===== config.mk =====
export PLATFORM = sky130hd
export DESIGN_NAME = ex_mem_pipeline_reg
export DESIGN_NICKNAME = d
export VERILOG_FILES = /design/src/rtl/pipeline_pkg.sv /design/src/rtl/pipe_field_reg.sv /design/src/rtl/ex_mem_pipeline_reg.sv
export SDC_FILE = /design/constraint.sdc
export NUM_CORES = 1
export LEC_CHECK = 0
export ABC_AREA = 1
export BUFFER_PORTS_ARGS = -buffer_cell sky130_fd_sc_hd__buf_2
export CORE_ASPECT_RATIO = 1.2
export CORE_MARGIN = 2
export CORE_UTILIZATION = 28
export DETAILED_ROUTE_END_ITERATION = 6
export PLACE_DENSITY = 0.5
export SYNTH_ARGS = -nofsm -noshare
export SYNTH_HDL_FRONTEND = slang
export SYNTH_SLANG_ARGS = --single-unit
export TNS_END_PERCENT = 30

===== constraint.sdc =====
create_clock -name CLK -period 0.94 [get_ports CLK]
set_input_delay 0.141 -clock CLK [delete_from_list [all_inputs] [get_ports CLK]]
set_output_delay 0.141 -clock CLK [all_outputs]
set_load 0.1 [all_outputs]

===== src/rtl/pipeline_pkg.sv =====
// pipeline_pkg
// Shared constants for the RV32IM pipeline registers (ID/EX, EX/MEM, MEM/WB).
// Holds the default field widths, the all-zero NOP/bubble values that a
// cleared pipeline register must present, and the memory read/write codes.
package pipeline_pkg;

  // Default field widths
  localparam int XLEN    = 32;
  localparam int INSTR_W = 5;
  localparam int RW_W    = 4;
  localparam int WB_W    = 2;

  // Memory read/write control encodings; only "idle" is fixed here because
  // a bubble must never touch memory.
  localparam logic [RW_W-1:0] RW_IDLE = 4'd0;

  // NOP / reset values: an all-zero register is a bubble
  // (no register write, no memory access).
  localparam logic [INSTR_W-1:0] NOP_INSTRUCTION = 5'd0;
  localparam logic [XLEN-1:0]    NOP_XLEN        = 32'd0;
  localparam logic               NOP_BIT         = 1'b0;
  localparam logic [RW_W-1:0]    NOP_READ_WRITE  = RW_IDLE;
  localparam logic [WB_W-1:0]    NOP_WB_SEL      = 2'd0;

endpackage


===== src/rtl/pipe_field_reg.sv =====
// pipe_field_reg
// Generic W-bit pipeline field register: synchronous clear to RESET_VAL,
// hold while stalled, otherwise load d on the rising edge.
// Ports:
//   clk   - clock, rising edge active
//   clear - synchronous clear, has priority over hold
//   hold  - 1 = keep the current value
//   d     - next value
//   q     - registered value
module pipe_field_reg #(
  parameter int             W         = 1,
  parameter logic [W-1:0]   RESET_VAL = '0
) (
  input  logic         clk,
  input  logic         clear,
  input  logic         hold,
  input  logic [W-1:0] d,
  output logic [W-1:0] q
);

  // Field register: clear wins over hold, hold wins over load
  always_ff @(posedge clk) begin
    if (clear) begin
      q <= RESET_VAL;
    end else if (hold) begin
      q <= q;
    end else begin
      q <= d;
    end
  end

endmodule


===== src/rtl/ex_mem_pipeline_reg.sv =====
// ex_mem_pipeline_reg
// EX/MEM pipeline register of the 5-stage RV32IM core. Captures the EX-stage
// results and downstream control on every rising edge, freezes while the
// data memory signals BUSYWAIT, and clears to a bubble on synchronous RESET.
// Ports:
//   IN_*     - EX-stage values (rd field, PC, ALU result, rs2 data, immediate,
//              data-memory select, memory op code, write-back select,
//              register-file write enable)
//   OUT_*    - registered copies of the matching IN_* fields
//   CLK      - clock, rising edge active
//   RESET    - synchronous active-high clear (wins over BUSYWAIT)
//   BUSYWAIT - 1 = hold all fields
module ex_mem_pipeline_reg #(
  parameter int INSTR_W = pipeline_pkg::INSTR_W,
  parameter int XLEN    = pipeline_pkg::XLEN,
  parameter int RW_W    = pipeline_pkg::RW_W,
  parameter int WB_W    = pipeline_pkg::WB_W
) (
  input  logic [INSTR_W-1:0] IN_INSTRUCTION,
  input  logic [XLEN-1:0]    IN_PC,
  input  logic [XLEN-1:0]    IN_ALU_RESULT,
  input  logic [XLEN-1:0]    IN_DATA2,
  input  logic [XLEN-1:0]    IN_IMMEDIATE,
  input  logic               IN_DATAMEMSEL,
  input  logic [RW_W-1:0]    IN_READ_WRITE,
  input  logic [WB_W-1:0]    IN_WB_SEL,
  input  logic               IN_REG_WRITE_EN,
  output logic [INSTR_W-1:0] OUT_INSTRUCTION,
  output logic [XLEN-1:0]    OUT_PC,
  output logic [XLEN-1:0]    OUT_ALU_RESULT,
  output logic [XLEN-1:0]    OUT_DATA2,
  output logic [XLEN-1:0]    OUT_IMMEDIATE,
  output logic               OUT_DATAMEMSEL,
  output logic [RW_W-1:0]    OUT_READ_WRITE,
  output logic [WB_W-1:0]    OUT_WB_SEL,
  output logic               OUT_REG_WRITE_EN,
  input  logic               CLK,
  input  logic               RESET,
  input  logic               BUSYWAIT
);

  import pipeline_pkg::*;

  // Every field shares the same clear/hold so the stage updates atomically.
  pipe_field_reg #(.W(INSTR_W), .RESET_VAL(INSTR_W'(NOP_INSTRUCTION))) u_instruction (
    .clk(CLK), .clear(RESET), .hold(BUSYWAIT), .d(IN_INSTRUCTION), .q(OUT_INSTRUCTION)
  );

  pipe_field_reg #(.W(XLEN), .RESET_VAL(XLEN'(NOP_XLEN))) u_pc (
    .clk(CLK), .clear(RESET), .hold(BUSYWAIT), .d(IN_PC), .q(OUT_PC)
  );

  pipe_field_reg #(.W(XLEN), .RESET_VAL(XLEN'(NOP_XLEN))) u_alu_result (
    .clk(CLK), .clear(RESET), .hold(BUSYWAIT), .d(IN_ALU_RESULT), .q(OUT_ALU_RESULT)
  );

  pipe_field_reg #(.W(XLEN), .RESET_VAL(XLEN'(NOP_XLEN))) u_data2 (
    .clk(CLK), .clear(RESET), .hold(BUSYWAIT), .d(IN_DATA2), .q(OUT_DATA2)
  );

  pipe_field_reg #(.W(XLEN), .RESET_VAL(XLEN'(NOP_XLEN))) u_immediate (
    .clk(CLK), .clear(RESET), .hold(BUSYWAIT), .d(IN_IMMEDIATE), .q(OUT_IMMEDIATE)
  );

  pipe_field_reg #(.W(1), .RESET_VAL(NOP_BIT)) u_datamemsel (
    .clk(CLK), .clear(RESET), .hold(BUSYWAIT), .d(IN_DATAMEMSEL), .q(OUT_DATAMEMSEL)
  );

  // A cleared op code is RW_IDLE so a bubble never accesses memory.
  pipe_field_reg #(.W(RW_W), .RESET_VAL(RW_W'(NOP_READ_WRITE))) u_read_write (
    .clk(CLK), .clear(RESET), .hold(BUSYWAIT), .d(IN_READ_WRITE), .q(OUT_READ_WRITE)
  );

  pipe_field_reg #(.W(WB_W), .RESET_VAL(WB_W'(NOP_WB_SEL))) u_wb_sel (
    .clk(CLK), .clear(RESET), .hold(BUSYWAIT), .d(IN_WB_SEL), .q(OUT_WB_SEL)
  );

  pipe_field_reg #(.W(1), .RESET_VAL(NOP_BIT)) u_reg_write_en (
    .clk(CLK), .clear(RESET), .hold(BUSYWAIT), .d(IN_REG_WRITE_EN), .q(OUT_REG_WRITE_EN)
  );

endmodule


After elaboration in Yosys (flattened, before gate mapping)

Cells that the tools add are included.

Bits in registers: 141
Input port bits: 144
Output and inout port bits: 141
Logic and storage cells: 9

Longest topological paths before layout

Gate-level depths: netlist of run 1.

Word-level depth: 0
Gate-level depth with buffers: 5
Mapped depth without buffers: 4

Modules after synthesis

Synthesis of run 1 repeated with hierarchy kept, for this count alone.

Cells, all modules: 897
Area, all modules: 5908.2 um2

By module, submodules not included:

| module                            | times used | cells each | area each (um2) | sequential area each (um2) |
|---|---|---|---|---|
| pipe_field_reg (u_alu_result ...) | 4          | 203        | 1338.8          | 640.6 |
| pipe_field_reg (u_instruction)    | 1          | 32         | 209.0           | 100.1 |
| pipe_field_reg (u_read_write)     | 1          | 26         | 172.7           | 80.1 |
| pipe_field_reg (u_datamemsel ...) | 2          | 7          | 45.0            | 20.0 |
| pipe_field_reg (u_wb_sel)         | 1          | 13         | 81.3            | 40.0 |

Worst setup path before layout of run 1

No wires, ideal clock.

Kind: reg2reg
From: reg u_alu_result.q[31] (netlist name)
To: reg u_alu_result.q[31]
Library setup time: 0.064 ns
Arrival: 1.203 ns
Data required time: 0.876 ns
Setup slack: -0.327 ns
Cell stages (with the launch flop): 5
Buffers on the path: 0
Period minus slack after synthesis: 1.267 ns
Cells stage by stage: dfxtp_1 -> inv_1 -> nand2_1 -> nand2_1 -> nor2_1

RTL lines:

| what                 | line                 | source |
|---|---|---|
| to (signal assigned) | pipe_field_reg.sv:26 | `q <= q;` |
| to (decl)            | pipe_field_reg.sv:18 | `output logic [W-1:0] q` |

Final worst setup path of run 1

From: reg u_immediate.q[10]
To: out OUT_IMMEDIATE[10]

RTL lines:

| what                   | line                      | source |
|---|---|---|
| from (decl)            | pipe_field_reg.sv:18      |  |
| from (signal assigned) | pipe_field_reg.sv:26      |  |
| to (decl)              | ex_mem_pipeline_reg.sv:32 | `output logic [XLEN-1:0] OUT_IMMEDIATE,` |

No word-level cell between the ends.

==> impl_metrics.csv, run 1 <==
group,metric,value,unit
yosys,syn_nets,1037,
layout,final_core_util,57.64,%
yosys,synth_common_cells,"nand2_1, nor2_1, dfxtp_1, inv_1, buf_6",
yosys,syn_inst,893,
hold_path,hold_path_end,"u_data2.q[11]",
pwr,peakVddDrop,1.175,mV
layout,multi_input_area,0.002117,sq mm
yosys,synth_largest_area_cell,"dfxtp_1",
worst_setup_path,slowest_stage,"dfxtp_4",
global_route,first_global_vias,6049,
yosys,synth_edf_count,0,
sta,finalSetupViolCount,141,
sta,finClkSkew,0,ps
worst_setup_path,timing.rr.end,"u_data2.q[1]",
floorplanning,start_util,28.28,%
sta,timing.final.crit_share,117.7,%
layout,fillers,1789,
floorplanning,design.portCount,285,
pwr,p_sw,7.372,mW
pwr,power,20.50,mW
floorplanning,fp-row-count,58,
global_route,grt_pass1_wl,28.62,mm
route,drt-vias-per-instance,3.907,
place,place_inst,1419,
clock_tree,clk_latency,420,ps
worst_setup_path,cp.buffers_inverters,1,
floorplanning,die-width,136.4,um
clock_tree,htree_levels,4,
route,ant_nets,0,
route,wirelength,18.13,mm
yosys,ys_seq_area_share,47.93,%
pwr,cell_internal_pwr,13.13,mW
worst_setup_path,cp_slowest_stage_delay,370,ps
layout,fin_nets,1457,
run_status,failed_checks,"setup timing",
sta,relSlewSlack,82.38,%
hold_path,hold_class,"in2reg",
worst_setup_path,crit_family,"flip-flops",
worst_setup_path,r2r_cells,5,
place,post-dp-hpwl,12.57,mm
worst_setup_path,crit_type,"reg2out",
sta,fin_crit,1106,ps
worst_setup_path,crit_chain,"buf_12",
clock_tree,path_clk_slew,70,ps
sta,fmax,0.9042,GHz
clock_tree,cts_tree,"built",
worst_setup_path,r2r-start,"u_data2.q[1]",
yosys,ys.flop_type,"dfxtp_1",
clock_tree,clockRootBuffer,"clkbuf_16",
route,drt_first_iter_violations,214,
clock_tree,cts_sinks,141,
pwr,p_comb_share,33.5,%
route,drc,0,
yosys,async_flop_share,0,%
sta,slew_violations,0,
sta,setup_tns,-20620,ps
clock_tree,clockBufferDepth,2,
route,vias,6235,
worst_setup_path,cp-end-kind,"output port",
pwr,power_leakage,5.876,nW
yosys,synth_area_leaders,"dfxtp_1, nand2_1, nor2_1",
layout,register_area,0.003212,sq mm
layout,layout.cells.non_filler,1596,
worst_setup_path,path_max_fanout,2,
hold_path,hold_depth,5,
sta,rsz0062_at_grt,"true",
pwr,swShare,35.96,%
yosys,yosys.cell_types.count,11,
global_route,grt_max_degree,63,
worst_setup_path,rrSetupSlack,190,ps
worst_setup_path,required,800,ps
yosys,ys_ff_latch,141,
pwr,power.share.clock,33.2,%
layout,antenna_cells,0,
layout,drive_gt1_share,36.05,%
yosys,syn_area_per_cell,6.595,sq um
layout,final_cell_area,0.01201,sq mm
layout,areaGrowthSynthToFinish,103.8,%
place,place_area,0.009896,sq mm
sta,worst_slack,-165.9,ps
yosys,syn-cell-area,0.005889,sq mm
hold_path,hold_start,"RESET",
route,wl_per_cell,11.36,um
sta,tightest_slew,264.3,ps
worst_setup_path,cp.arrival,960,ps
floorplanning,die_h,162.9,um
place,io_buffers,284,
yosys,synth_top_area_share,47.93,%
place,place.gp.congestion,0.7699,
run_status,status,"finished, violations left",
pwr,p_per_area,1708,mW/mm^2
route,first_pass_iters,6,
pwr,p_seq_share,33.3,%
floorplanning,die-area,0.02221,sq mm
flow_run,maxCapViolations,0,
floorplanning,core,0.02083,sq mm
global_route,track_usage,16.41,%
sta,hold_viol,0,
worst_setup_path,cp-start-kind,"flip-flop",
global_route,overflow,0,
yosys,synth_warnings,0,
global_route,antenna_found_initial,0,
clock_tree,cts-buffers-inserted,17,
[cells by family (layout without fill, tap and decap cells)]
kind of cell | after synthesis | after routing | share of synthesized area [%]
and+or+nand+nor | 564 | 564 | 35.95
buffers and inverters | 188 | 621 | 16.12
DFF | 141 | 141 | 47.93
[worst max path at each step]
stage,from,cells past startpoint,to,slack [ps]
2_1_floorplan,u_data2.q[12],4,u_data2.q[12],-320
3_3_place_gp,BUSYWAIT,5,u_alu_result.q[12],20
3_5_place_dp,BUSYWAIT,5,u_data2.q[14],-9
4_1_cts,u_pc.q[10],1,OUT_PC[10],-190
5_1_grt,u_immediate.q[10],1,OUT_IMMEDIATE[10],-200
6_report,u_immediate.q[10],1,OUT_IMMEDIATE[10],-170
[worst register-to-register path: cells and delay by family (launching register included)]
family | cells | cell delay, ps
flip-flops | 1 | 350
buffers and inverters | 2 | 170
AND/OR/NAND/NOR | 3 | 140
[cell usage in the layout (no fill, tap or decap)]
master,n
buf_12,148
buf_2,142
buf_4,15
bufinv_16,2
clkbuf_1,2
clkbuf_16,18
clkbuf_8,1
clkinv_2,1
clkinv_4,1
clkinvlp_4,2
dfxtp_2,56
dfxtp_4,85
dlygate4sd3_1,141
inv_1,141
inv_4,4
inv_6,3
nand2_1,282
nor2_1,282
[per-stage QoR]
step	hold WS [ps]	worst slack, ps
final	178.4	-165.9
after global routing	186.2	-202.9
after CTS	164.3	-191.2
after detailed placement	361.7	-9.401
after global placement	355.9	15.99
after floorplan	269.1	-319.0
[sequential cells by signal (all words and copies together), names as in the netlist]
signal            cells
u_instruction.q       5
u_alu_result.q       32
u_pc.q               32
u_data2.q            32
u_wb_sel.q            2
u_datamemsel.q        1
u_read_write.q        4
u_immediate.q        32
u_reg_write_en.q      1
[power by group through the flow]
| stage | combinational [mW] | sequential (mW) | clock (mW) |
|---|---|---|---|
| final | 6.86 | 6.83 | 6.81 |
| after global routing | 7.21 | 6.88 | 7.32 |
| after CTS | 6.88 | 6.84 | 7.06 |
| after detailed placement | 6.39 | 6.93 | 0 |
| after global placement | 6.37 | 6.90 | 0 |
| after floorplan | 1.08 | 9.77 | 0 |
[cell type report]
| cell class | instances | area share (%) |
|---|---|---|
| clock buffers | 20 | 3.814 |
| multi-input cells | 564 | 17.63 |
| inverters | 142 | 4.461 |
| repair buffers | 447 | 43.41 |
| clock inverters | 12 | 1.115 |
| well taps | 270 | 2.814 |
| flip-flops and latches | 141 | 26.75 |
[layer usage]
layer | GRT usage [%] | part of all wire, % | vias up
met4 | 7.434 | 3.1 | 0
met5 | 0 | 0 | -
li1 | - | - | 3363
met2 | 29.67 | 52 | 167
met3 | 5.291 | 6.0 | 32
met1 | 17.12 | 39 | 2673
[timing repair]
item	in CTS	in global routing
setup endpoints to repair	141	141
pin swaps	0	0
resized for setup	57	2
hold endpoints to repair	141	0
hold buffers	141	0
buffers inserted	0	4
No activity file was read; power rests on OpenSTA's default activity.
==> run 2: changes to the inputs <==
--- a/config.mk
+++ b/config.mk
@@ -11,7 +11,7 @@
 export CORE_MARGIN = 2
 export CORE_UTILIZATION = 28
 export DETAILED_ROUTE_END_ITERATION = 6
-export PLACE_DENSITY = 0.5
+export PLACE_DENSITY_LB_ADDON = 0.2
 export SYNTH_ARGS = -nofsm -noshare
 export SYNTH_HDL_FRONTEND = slang
 export SYNTH_SLANG_ARGS = --single-unit
==> run 2 against run 1 <==
Effect of this change: critical path depth unchanged; critical endpoint is now OUT_PC[2]; sequential cell count did not move; cell area is 0.44% higher; sequential power is essentially flat; clock skew unchanged; routed wire length down 2.4%; combinational power hardly changed; the run still ends with setup timing left; worst setup slack better by 15 ps; sequential share of layout area decreased by 0.16 points; utilization is 0.25 points higher; final cell count up 0.38%; via count decreased by 0.69%.
==> impl_metrics.csv, run 2 (synthesis gave the netlist of run 1 again) <==
group,metric,value,unit
floorplanning,die-width,136.4,um
worst_setup_path,path_depth,1,
worst_setup_path,crit_type,"reg2out",
clock_tree,cts_tree,"built",
pwr,power.share.clock,32.1,%
clock_tree,clockRootBuffer,"clkbuf_16",
place,place.gp.congestion,0.7664,
layout,fillers,1802,
sta,timing.final.crit_share,116.0,%
route,wl_per_cell,11.04,um
global_route,antenna_found_initial,0,
sta,slew_violations,0,
flow_run,maxCapViolations,0,
run_status,status,"finished, violations left",
route,wirelength,17.69,mm
global_route,grt_max_degree,34,
worst_setup_path,timing.rr.end,"u_pc.q[1]",
global_route,track_usage,16.10,%
worst_setup_path,cp-end-kind,"output port",
worst_setup_path,cp.arrival,950,ps
sta,fin_crit,1091,ps
sta,holdWs,190.4,ps
global_route,overflow,0,
place,io_buffers,284,
sta,finalSetupViolCount,141,
pwr,power_leakage,5.908,nW
sta,fmax,0.9168,GHz
worst_setup_path,rrSetupSlack,210,ps
sta,finClkSkew,0,ps
floorplanning,die_h,162.9,um
clock_tree,path_clk_slew,60,ps
layout,final_core_util,57.89,%
layout,drive_gt1_share,36.26,%
global_route,first_global_vias,6115,
worst_setup_path,crit_chain,"buf_12",
floorplanning,start_util,28.28,%
layout,fin_nets,1463,
layout,areaGrowthSynthToFinish,104.7,%
worst_setup_path,required,800,ps
sta,worst_slack,-150.7,ps
global_route,grt.busiest_layer,"met2",
hold_path,hold_start,"BUSYWAIT",
route,drt-vias-per-instance,3.865,
pwr,p_seq_share,33.8,%
worst_setup_path,cp.buffers_inverters,1,
route,ant_nets,0,
sta,tightest_slew,294.4,ps
hold_path,hold_class,"in2reg",
layout,final_cell_mix,"nor2_1, nand2_1, buf_12",
worst_setup_path,crit_family,"flip-flops",
clock_tree,cts-buffers-inserted,17,
clock_tree,clk_latency,410,ps
global_route,grt_pass1_wl,28.40,mm
clock_tree,clockBufferDepth,2,
worst_setup_path,r2r_cells,5,
global_route,grt.met2_usage,30.26,%
sta,rsz0062_at_grt,"true",
clock_tree,htree_levels,4,
route,vias,6192,
floorplanning,die-area,0.02221,sq mm
worst_setup_path,slowest_stage,"dfxtp_2",
floorplanning,design.portCount,285,
sta,hold_viol,0,
sta,setup_tns,-19110,ps
sta,relSlewSlack,80.37,%
clock_tree,cts_sinks,141,
route,drt_first_iter_violations,194,
global_route,grtUsageMet3,5.291,%
worst_setup_path,path_max_fanout,2,
layout,antenna_cells,0,
pwr,p_per_area,1676,mW/mm^2
pwr,p_comb_share,34.1,%
pwr,peakVddDrop,1.178,mV
pwr,swShare,36.17,%
route,drc,0,
pwr,p_sw,7.311,mW
floorplanning,core,0.02083,sq mm
worst_setup_path,r2r-start,"u_pc.q[1]",
global_route,grtUsageMet1,16.14,%
worst_setup_path,cp_slowest_stage_delay,360,ps
route,first_pass_iters,4,
hold_path,hold_depth,3,
pwr,cell_internal_pwr,12.90,mW
run_status,failed_checks,"setup timing",
place,post-dp-hpwl,12.49,mm
hold_path,hold_path_end,"u_alu_result.q[11]",
worst_setup_path,cp-start-kind,"flip-flop",
floorplanning,fp-row-count,58,
[run 2: what timing repair did]
action                     CTS  global route
gates resized for setup     57             0
gates cloned                 0             0
pin swaps                    0             0
hold endpoints to repair   141             0
hold buffers               141             0
buffers inserted             0             1
setup endpoints to repair  141           141
[run 2: worst max path at each step]
stage / from / endpoint / slack (ps)
global placement: BUSYWAIT / u_wb_sel.q[0] / -20
finish: u_pc.q[2] / OUT_PC[2] / -150
CTS: u_pc.q[10] / OUT_PC[10] / -190
detailed placement: BUSYWAIT / u_immediate.q[1] / -30
floorplan: u_data2.q[12] / u_data2.q[12] / -320
global route: u_pc.q[10] / OUT_PC[10] / -200
[run 2: power groups by stage]
stage	clock [mW]	combinational [mW]	sequential (mW)
floorplan	0	1.08	9.77
global route	7.09	7.26	6.88
global placement	0	6.41	6.91
finish	6.50	6.89	6.83
CTS	6.76	6.92	6.84
detailed placement	0	6.44	6.93
[run 2: area by class of cell]
type	instances	area [sq um]	area share (%)
clock inverters	11	105.1	0.8716
clock buffers	21	461.7	3.829
flip-flops and latches	141	3207	26.60
inverters	142	535.5	4.441
well taps	270	337.8	2.802
repair buffers	453	5294	43.90
multi-input cells	564	2117	17.56
[run 2: worst register-to-register path: stages (launching register included)]
cell and delay (ps):
dfxtp_2 340, buf_4 130, inv_1 40, nand2_1 40, nand2_1 50, nor2_1 30
[run 2: routing by layer]
metal	vias to the layer above	part of all wire, %
met5	-	0
met4	0	2.6
met3	26	6.7
met2	159	53
met1	2631	37
li1	3376	-
[run 2: per-stage QoR]
stage	area (sq um)	power, mW	std cells	setup WS [ps]
CTS	12050	20.52	1601	-188.7
global placement	10000	13.32	1428	-15.79
floorplan	6202	10.85	893	-319.0
global route	12060	21.23	1602	-199.2
finish	12060	20.21	1602	-150.7
detailed placement	10000	13.37	1428	-34.79
==> run 3: changes to the inputs <==
--- a/config.mk
+++ b/config.mk
@@ -10,6 +10,7 @@
 export CORE_ASPECT_RATIO = 1.2
 export CORE_MARGIN = 2
 export CORE_UTILIZATION = 28
+export CTS_BUF_LIST = sky130_fd_sc_hd__clkbuf_16
 export DETAILED_ROUTE_END_ITERATION = 6
 export PLACE_DENSITY_LB_ADDON = 0.2
 export SYNTH_ARGS = -nofsm -noshare
==> run 3 against run 2 <==
Effect of this change: the run still ends with setup timing left; global-route usage did not move; sequential power barely moved; clock skew did not move; sequential share of layout area did not move; count of clock-buffer cells in the layout fell by 3; utilization did not move; sequential cell count did not move; clock power barely moved; maximum frequency barely moved; critical path type unchanged.
==> impl_metrics.csv, run 3 (synthesis gave the netlist of run 1 again) <==
group,metric,value,unit
global_route,grt.busiest_layer,"met2",
sta,timing.final.crit_share,116.0,%
clock_tree,clockBufferDepth,2,
worst_setup_path,crit_family,"flip-flops",
route,drt_first_iter_violations,188,
layout,antenna_cells,0,
place,io_buffers,284,
global_route,grtUsageMet1,16.14,%
hold_path,hold_class,"in2reg",
floorplanning,start_util,28.28,%
sta,hold_viol,0,
layout,final_cell_mix,"nor2_1, nand2_1, buf_12",
worst_setup_path,crit_type,"reg2out",
clock_tree,htree_levels,4,
pwr,peakVddDrop,1.178,mV
global_route,grt_max_degree,34,
pwr,power_leakage,5.920,nW
layout,layout.cells.non_filler,1602,
sta,fin_crit,1091,ps
worst_setup_path,cp_slowest_stage_delay,360,ps
global_route,track_usage,16.10,%
layout,fin_nets,1463,
layout,drive_gt1_share,36.26,%
route,vias,6190,
sta,rsz0062_at_grt,"true",
place,place.gp.congestion,0.7664,
global_route,grt.met2_usage,30.26,%
worst_setup_path,crit_chain,"buf_12",
global_route,antenna_found_initial,0,
place,post-dp-hpwl,12.49,mm
run_status,failed_checks,"setup timing",
floorplanning,die-area,0.02221,sq mm
sta,worst_slack,-150.7,ps
worst_setup_path,required,800,ps
route,drc,0,
worst_setup_path,cp-start-kind,"flip-flop",
global_route,grt_pass1_wl,28.40,mm
floorplanning,die-width,136.4,um
worst_setup_path,startpoint,"u_pc.q[2]",
route,first_pass_iters,4,
clock_tree,path_clk_slew,60,ps
sta,relSlewSlack,80.34,%
hold_path,hold_start,"BUSYWAIT",
layout,final_core_util,57.89,%
sta,fmax,0.9169,GHz
sta,finalSetupViolCount,141,
global_route,first_global_vias,6115,
clock_tree,cts_tree,"built",
worst_setup_path,slowest_stage,"dfxtp_2",
clock_tree,clockRootBuffer,"clkbuf_16",
worst_setup_path,path_max_fanout,2,
place,place_inst,1428,
run_status,status,"finished, violations left",
global_route,overflow,0,
clock_tree,cts-buffers-inserted,17,
floorplanning,die_h,162.9,um
floorplanning,design.portCount,285,
route,drt-vias-per-instance,3.864,
floorplanning,fp-row-count,58,
sta,slew_violations,0,
route,wirelength,17.70,mm
sta,tightest_slew,294.9,ps
pwr,power,20.18,mW
sta,finClkSkew,0,ps
pwr,p_per_area,1674,mW/mm^2
route,ant_nets,0,
route,wl_per_cell,11.05,um
worst_setup_path,cp.arrival,950,ps
clock_tree,clk_latency,410,ps
worst_setup_path,r2r-start,"u_pc.q[1]",
floorplanning,core,0.02083,sq mm
layout,final_cell_area,0.01206,sq mm
worst_setup_path,cp-end-kind,"output port",
flow_run,maxCapViolations,0,
place,place_area,0.01000,sq mm
clock_tree,cts_sinks,141,
layout,areaGrowthSynthToFinish,104.7,%
global_route,grtUsageMet3,5.291,%
worst_setup_path,cp.buffers_inverters,1,
[run 3: repair_timing]
action / 4_1_cts / 5_1_grt
gates resized for setup: 57 / 0
buffers inserted: 0 / 1
endpoints found under the hold margin: 141 / 0
endpoints found under the setup margin: 141 / 141
hold buffers: 141 / 0
[run 3: worst paths after layout]
| kind | endpoint | slack [ps] | cells past startpoint |
|---|---|---|---|
| worst min register to register | u_data2.q[26] | 520 | 4 |
| worst min-delay path | u_alu_result.q[11] | 190 | 3 |
| worst max-delay path | OUT_PC[2] | -150 | 1 |
| worst max register to register | u_pc.q[1] | 210 | 5 |
[run 3: layout make-up]
type / instances / area [sq um]
Timing Repair Buffer: 453 / 5294
Inverter: 142 / 535.5
Clock inverter: 14 / 116.4
Fill cell: 1802 / 8770
Clock buffer: 18 / 450.4
Sequential cell: 141 / 3207
Tap cell: 270 / 337.8
Multi-Input combinational cell: 564 / 2117
[run 3: routing by layer]
metal  vias up  share of wire (%)
met3        26                6.7
met1      2629                 37
met5         -                  0
met2       159                 53
li1       3376                  -
met4         0                2.5
[run 3: power breakdown]
group          switching (mW)  internal [mW]
Clock                    2.66           3.80
Combinational            4.22           2.67
Sequential              0.433           6.40
Total                    7.31           12.9
[run 3: through the flow]
step	setup WS, ps	setup TNS (ps)	hold WS (ps)
2_1_floorplan	-319.0	-25340	269.1
3_3_place_gp	-15.79	-368.4	354.0
3_5_place_dp	-34.79	-837.0	360.9
4_1_cts	-188.7	-23340	175.2
5_1_grt	-199.2	-24950	201.0
6_report	-150.7	-19120	190.7
